--- config.mk ---
export PLATFORM = sky130hd
export DESIGN_NAME = frame_strobe_writer
export DESIGN_NICKNAME = d
export VERILOG_FILES = /design/src/rtl/frame_cfg_pkg.sv /design/src/rtl/frame_data_reg.sv /design/src/rtl/frame_strobe_writer.sv
export SDC_FILE = /design/constraint.sdc
export NUM_CORES = 1
export LEC_CHECK = 0
export CORE_ASPECT_RATIO = 0.8
export CORE_UTILIZATION = 43
export CTS_BUF_LIST = sky130_fd_sc_hd__clkbuf_16
export CTS_CLUSTER_SIZE = 14
export DETAILED_ROUTE_END_ITERATION = 8
export PLACE_DENSITY_LB_ADDON = 0.2
export SETUP_SLACK_MARGIN = 0.3
export SYNTH_ARGS = -nofsm -noshare
export SYNTH_HDL_FRONTEND = slang
export SYNTH_HIERARCHICAL = 1
export SYNTH_SLANG_ARGS = --single-unit
export TNS_END_PERCENT = 5
--- constraint.sdc ---
create_clock -name UserCLK -period 1.8 [get_ports UserCLK]
set_clock_uncertainty 0.2 [all_clocks]
set_input_delay 0.36 -clock UserCLK [delete_from_list [all_inputs] [get_ports UserCLK]]
set_output_delay 0.36 -clock UserCLK [all_outputs]
set_load 0.1 [all_outputs]
--- src/rtl/frame_cfg_pkg.sv ---
// Shared types and helpers for the column frame strobe writer.
// Holds the FSM state encoding and the command header field layout.
package frame_cfg_pkg;

    typedef enum logic [2:0] {
        S_IDLE,
        S_DATA,
        S_SETUP,
        S_STROBE,
        S_HOLD
    } state_t;

    localparam int COL_MSB = 31;
    localparam int COL_LSB = 16;
    localparam int IDX_MSB = 15;
    localparam int IDX_LSB = 0;

    // One bit of the one-hot strobe vector: set only at the frame index.
    function automatic logic onehot_strobe(input logic [15:0] idx,
                                           input int pos);
        return idx == 16'(pos);
    endfunction

endpackage

--- src/rtl/frame_data_reg.sv ---
// Row-addressed frame assembly register.
// Each write loads one row; a synchronous clear zeroes the whole frame.
module frame_data_reg #(
    parameter int RowBits = 32,
    parameter int NumRows = 4,
    parameter int RowSelW = 2
) (
    input  logic                       clk,
    input  logic                       clr,
    input  logic                       we,
    input  logic [RowSelW-1:0]         row_sel,
    input  logic [RowBits-1:0]         wdata,
    output logic [RowBits*NumRows-1:0] frame_o
);

    logic [RowBits*NumRows-1:0] frame_q;
    logic [RowBits*NumRows-1:0] frame_d;

    // Merge the incoming word into the selected row.
    always_comb begin
        frame_d = frame_q;
        if (we && (int'(row_sel) < NumRows)) begin
            frame_d[int'(row_sel)*RowBits +: RowBits] = wdata;
        end
    end

    // Frame storage; clear has priority over any load.
    always_ff @(posedge clk) begin
        if (clr) begin
            frame_q <= '0;
        end else begin
            frame_q <= frame_d;
        end
    end

    assign frame_o = frame_q;

endmodule

--- src/rtl/frame_strobe_writer.sv ---
// Column-bottom configuration transmitter: assembles one column frame
// from a header + data word stream, then fires a registered one-hot strobe.
module frame_strobe_writer
    import frame_cfg_pkg::*;
#(
    parameter int MaxFramesPerCol = 20,
    parameter int FrameBitsPerRow = 32,
    parameter int NumRows         = 4,
    parameter int ColumnId        = 0,
    parameter int StrobeCycles    = 1
) (
    input  logic                                UserCLK,
    input  logic                                reset,
    input  logic [FrameBitsPerRow-1:0]          cfg_data,
    input  logic                                cfg_valid,
    output logic                                cfg_ready,
    output logic [FrameBitsPerRow*NumRows-1:0]  FrameData,
    output logic [MaxFramesPerCol-1:0]          FrameStrobe,
    output logic                                busy,
    output logic                                err_sticky,
    output logic [15:0]                         frames_written
);

    localparam int RW = (NumRows > 1) ? $clog2(NumRows) : 1;
    localparam logic [RW-1:0] ROW_LAST = RW'(NumRows - 1);
    localparam logic [3:0] SC_LAST = 4'(StrobeCycles - 1);

    state_t                     state_q, state_d;
    logic [RW-1:0]              row_q, row_d;
    logic [15:0]                idx_q, idx_d;
    logic                       match_q, match_d;
    logic                       err_q, err_d;
    logic [3:0]                 cnt_q, cnt_d;
    logic [15:0]                fw_q, fw_d;
    logic                       ready_q, ready_d;
    logic [MaxFramesPerCol-1:0] strobe_q, strobe_d;
    logic [MaxFramesPerCol-1:0] strobe_oh;
    logic                       load_en;
    logic                       xfer;
    logic                       col_hit;
    logic                       idx_ok;

    assign xfer    = cfg_valid && ready_q;
    assign col_hit = cfg_data[COL_MSB:COL_LSB] == 16'(ColumnId);
    assign idx_ok  = cfg_data[IDX_MSB:IDX_LSB] < 16'(MaxFramesPerCol);

    // Decode the latched frame index into the strobe pattern.
    always_comb begin
        strobe_oh = '0;
        for (int i = 0; i < MaxFramesPerCol; i++) begin
            strobe_oh[i] = onehot_strobe(idx_q, i);
        end
    end

    // Next-state, counters and registered-output precompute.
    always_comb begin
        state_d = state_q;
        row_d   = row_q;
        idx_d   = idx_q;
        match_d = match_q;
        err_d   = err_q;
        cnt_d   = cnt_q;
        fw_d    = fw_q;
        load_en = 1'b0;
        unique case (state_q)
            S_IDLE: begin
                if (xfer) begin
                    idx_d   = cfg_data[IDX_MSB:IDX_LSB];
                    match_d = col_hit && idx_ok;
                    if (col_hit && !idx_ok) begin
                        err_d = 1'b1;
                    end
                    row_d   = '0;
                    state_d = S_DATA;
                end
            end
            S_DATA: begin
                if (xfer) begin
                    load_en = match_q;
                    if (row_q == ROW_LAST) begin
                        row_d   = '0;
                        state_d = match_q ? S_SETUP : S_IDLE;
                    end else begin
                        row_d = row_q + 1'b1;
                    end
                end
            end
            S_SETUP: begin
                cnt_d   = '0;
                fw_d    = fw_q + 16'd1;
                state_d = S_STROBE;
            end
            S_STROBE: begin
                if (cnt_q == SC_LAST) begin
                    state_d = S_HOLD;
                end else begin
                    cnt_d = cnt_q + 4'd1;
                end
            end
            S_HOLD: begin
                state_d = S_IDLE;
            end
            default: begin
                state_d = S_IDLE;
            end
        endcase
        ready_d  = (state_d == S_IDLE) || (state_d == S_DATA);
        strobe_d = (state_d == S_STROBE) ? strobe_oh : '0;
    end

    // State and output registers; reset overrides everything.
    always_ff @(posedge UserCLK) begin
        if (reset) begin
            state_q  <= S_IDLE;
            row_q    <= '0;
            idx_q    <= '0;
            match_q  <= 1'b0;
            err_q    <= 1'b0;
            cnt_q    <= '0;
            fw_q     <= '0;
            ready_q  <= 1'b1;
            strobe_q <= '0;
        end else begin
            state_q  <= state_d;
            row_q    <= row_d;
            idx_q    <= idx_d;
            match_q  <= match_d;
            err_q    <= err_d;
            cnt_q    <= cnt_d;
            fw_q     <= fw_d;
            ready_q  <= ready_d;
            strobe_q <= strobe_d;
        end
    end

    frame_data_reg #(
        .RowBits (FrameBitsPerRow),
        .NumRows (NumRows),
        .RowSelW (RW)
    ) u_frame (
        .clk     (UserCLK),
        .clr     (reset),
        .we      (load_en),
        .row_sel (row_q),
        .wdata   (cfg_data),
        .frame_o (FrameData)
    );

    assign cfg_ready      = ready_q;
    assign FrameStrobe    = strobe_q;
    assign busy           = state_q != S_IDLE;
    assign err_sticky     = err_q;
    assign frames_written = fw_q;

endmodule

==> results.toml, run 1 <==
[drt]
top_layer_used = "met4"
vias = 7070
avgViaCountPerCell = 6.12
drtIter0Drc = 836
drc = 0
totalWireLength_um = 27400
wl_met1_um = 10500
route.met2.wl_um = 13500
drt_first_pass_iters = 7
met3_length_um = 2520
antenna_left = 0
wl_per_cell_um = 23.7

[clock_tree]
cts_buffers = 17
cts_tree = "done"
htreeDepth = 4
clock-sinks = 192
clockRootBuffer = "clkbuf_16"
clock_path_buffers = 2
path_clk_slew_ns = 0.07
clk_latency_ns = 0.44

[finish]
drive_above_1_share_pct = 53.0
syn_to_final_growth_pct = 80.0
layoutNonFillerInstCount = 1155
final_cell_mix = "buf_12 (179), dfxtp_2 (123), a32o_1 (118), buf_4 (74), dfxtp_1 (56)"
nets = 971
final_common_cell = "buf_12"

[timing]
max-slew-margin-rel_pct = 74.1
fin_crit_ns = 2.03
drv_slew = 0
setup_viol = 156
fin_ws_ns = -0.227
grt_setup_unrepaired = "yes"
max_freq_mhz = 493
worst_pin_slew_ns = 0.384
fin_hold_ws_ns = 0.176
period_share_pct = 113
hold_violations = 0

[critical_path]
cp_slowest_cell = "or3_4"
r2r.worst_path.cells = 7
cp-endpoint = "busy"
critPathLaunchType = "flip-flop"
worstPathMaxFanout = 2
cp_data_arrival_time_ns = 1.47
endpoint_kind = "primary output"
rr_endpoint = "u_frame/frame_o[59]"
cp_data_required_time_ns = 1.24
critical_path_class = "reg -> out"
crit_start = "state_q[0]"
r2r_slack_ns = -0.20
reg2reg_from = "state_q[0]"
cp_slowest_stage_delay_ns = 0.38
path_cells = "buf_6, or3_4, buf_12"

[global_routing]
antenna_found_initial = 1
grt.total_usage_pct = 30.9
grt_max_degree = 36
grt_pass1_wl_um = 41000
grt_pass1_vias = 7124
overflow = 0

[die]
fp-row-count = 41
ios = 202
die_x_um = 146
dieArea_um2 = 17200
fp.coreArea_um2 = 16100
die_y_um = 118
start_util_pct = 44.7

[power]
p_int_mw = 6.82
switching_power_mw = 2.16
peakVddDrop_v = 0.000719
pwr-share-clk_pct = 44.3
powerDensity_nw_per_um2 = 694
seqPwrFrac_pct = 47.6
swShare_pct = 24.0
p_leak_nw = 4.84
comb_power_share_pct = 8.1

[placement]
io_buffers = 201
dpl.cell_count = 1110
gp_congestion = 0.872
place_hpwl_um = 17700

[synth]
synth-seq-cells = 192
syn-instance-count = 659
synth_top_area_share_pct = 53.5
synth.distinct_cells = 54
syn-cell-area_um2 = 7180
ys_warn_count = 6
syn_avg_cell_area_um2 = 10.9
ys_seq_area_share_pct = 53.5
ys_top_cells_by_area = "dfxtp_1 (54%), a32o_1 (17%), nor2b_1 (3.1%), nand2_1 (2.4%), buf_2 (2.3%)"
synthesis.nets = 704
yosys.area.top_type = "dfxtp_1"

[worst_hold_path]
hold_class = "in -> reg"
hold-path-cell-count = 3

[flow_run]
drv_cap = 0

[status]
status = "finished, violations left"
violations = "setup timing"
-- state kept, by name, indices dropped and copies added (netlist names), 2 cells and up --
signal and flops:
u_frame/frame_o 128, row_q 2, FrameStrobe 20, cnt_q 4, idx_q 16, state_q 3, frames_written 16
-- power groups by stage --
stage | Combinational, mW | Sequential [mW] | Clock, mW
2_1_floorplan | 0.281 | 4.37 | 0
3_3_place_gp | 0.618 | 4.37 | 0
3_5_place_dp | 0.642 | 4.37 | 0
4_1_cts | 0.676 | 4.27 | 3.95
5_1_grt | 0.755 | 4.27 | 4.17
6_report | 0.723 | 4.27 | 3.98
-- cell usage after synthesis (all sizes together) --
| cell type | instances |
|---|---|
| or3 | 7 |
| nor2 | 44 |
| nand4b | 5 |
| or4bb | 1 |
| a31oi | 1 |
| nor4bb | 2 |
| o31ai | 3 |
| ha | 10 |
| a21oi | 35 |
| or4 | 5 |
| nand2b | 1 |
| o211ai | 4 |
| and4 | 2 |
| clkbuf | 15 |
| o21ai | 7 |
| nor4 | 10 |
| nand3 | 8 |
| and4bb | 1 |
| a32o | 124 |
| nand4bb | 1 |
| and3 | 2 |
| nand2 | 45 |
| o21a | 1 |
| and4b | 2 |
| dfxtp | 192 |
| a21o | 2 |
| a22oi | 1 |
| nor4b | 1 |
| and2 | 6 |
| nand3b | 3 |
| xnor2 | 3 |
| nor3 | 7 |
| or3b | 1 |
| or2 | 2 |
| a221oi | 1 |
| nor3b | 3 |
| xor2 | 6 |
| buf | 42 |
| nor2b | 36 |
| inv | 6 |
| o2bb2ai | 4 |
| and3b | 1 |
| nand4 | 6 |
-- worst max-delay path: cells and delay by family (launching register included) --
kind	cells	cell delay (ns)
AND/OR/NAND/NOR	1	0.38
flip-flops	1	0.35
buffers and inverters	2	0.30
-- worst min path at each step --
stage               startpoint        end
CTS                      reset   cnt_q[2]
global placement      idx_q[5]   idx_q[5]
floorplan             idx_q[5]   idx_q[5]
global route             reset   idx_q[1]
finish                   reset   cnt_q[3]
detailed placement   idx_q[15]  idx_q[15]
-- per-stage QoR --
step                      area, um2  setup TNS (ns)  util [%]  setup slack, ns  power (mW)
after floorplan                7280           -9.18         -           -0.111        4.65
after global placement        11800          -58.92      73.3           -0.450        4.99
after detailed placement      11800          -65.12      73.3           -0.527        5.01
after CTS                     12700           -1.68      79.3           -0.222        8.89
after global routing          12900          -26.28      80.5           -0.259        9.20
final                         12900          -16.85      80.5           -0.227        8.97
-- layout make-up --
class                   instances  area [um2]
multi-input cells             404        3260
flip-flops and latches        192        4050
clock buffers                  18         450
inverters                       6        22.5
clock inverters                14         163
well taps                     215         269
fillers                       819        3130
diodes                          1        2.50
repair buffers                305        4710
-- kinds of logic after synthesis --
family                   Yosys count  share of synthesized area, %
XOR/XNOR                           9                          1.10
adder cells (fa/ha/maj)           10                          1.74
buffers and inverters             63                          4.76
flip-flops                       192                          53.5
AO/OA/AOI/OAI                    183                          22.5
AND/OR/NAND/NOR                  202                          16.3
-- layer usage --
metal	GRT usage (%)	vias to the layer above
li1	-	3047
met1	36.9	3517
met2	52.9	441
met3	8.14	65
met4	11.9	0
met5	0	-
-- timing repair --
item                       CTS  global route
hold buffers                 0             0
resized for setup          152            35
pin swaps                   70            47
cloned                       2             2
setup endpoints to repair  356           358
buffers inserted             5             3
(Power assumes the default switching activity.)
==> run 2, diff against run 1 <==
CTS_CLUSTER_SIZE = 28   (was 14)
==> results of run 2 <==
Final layout, timing and power as in run 1 (identical DEF).
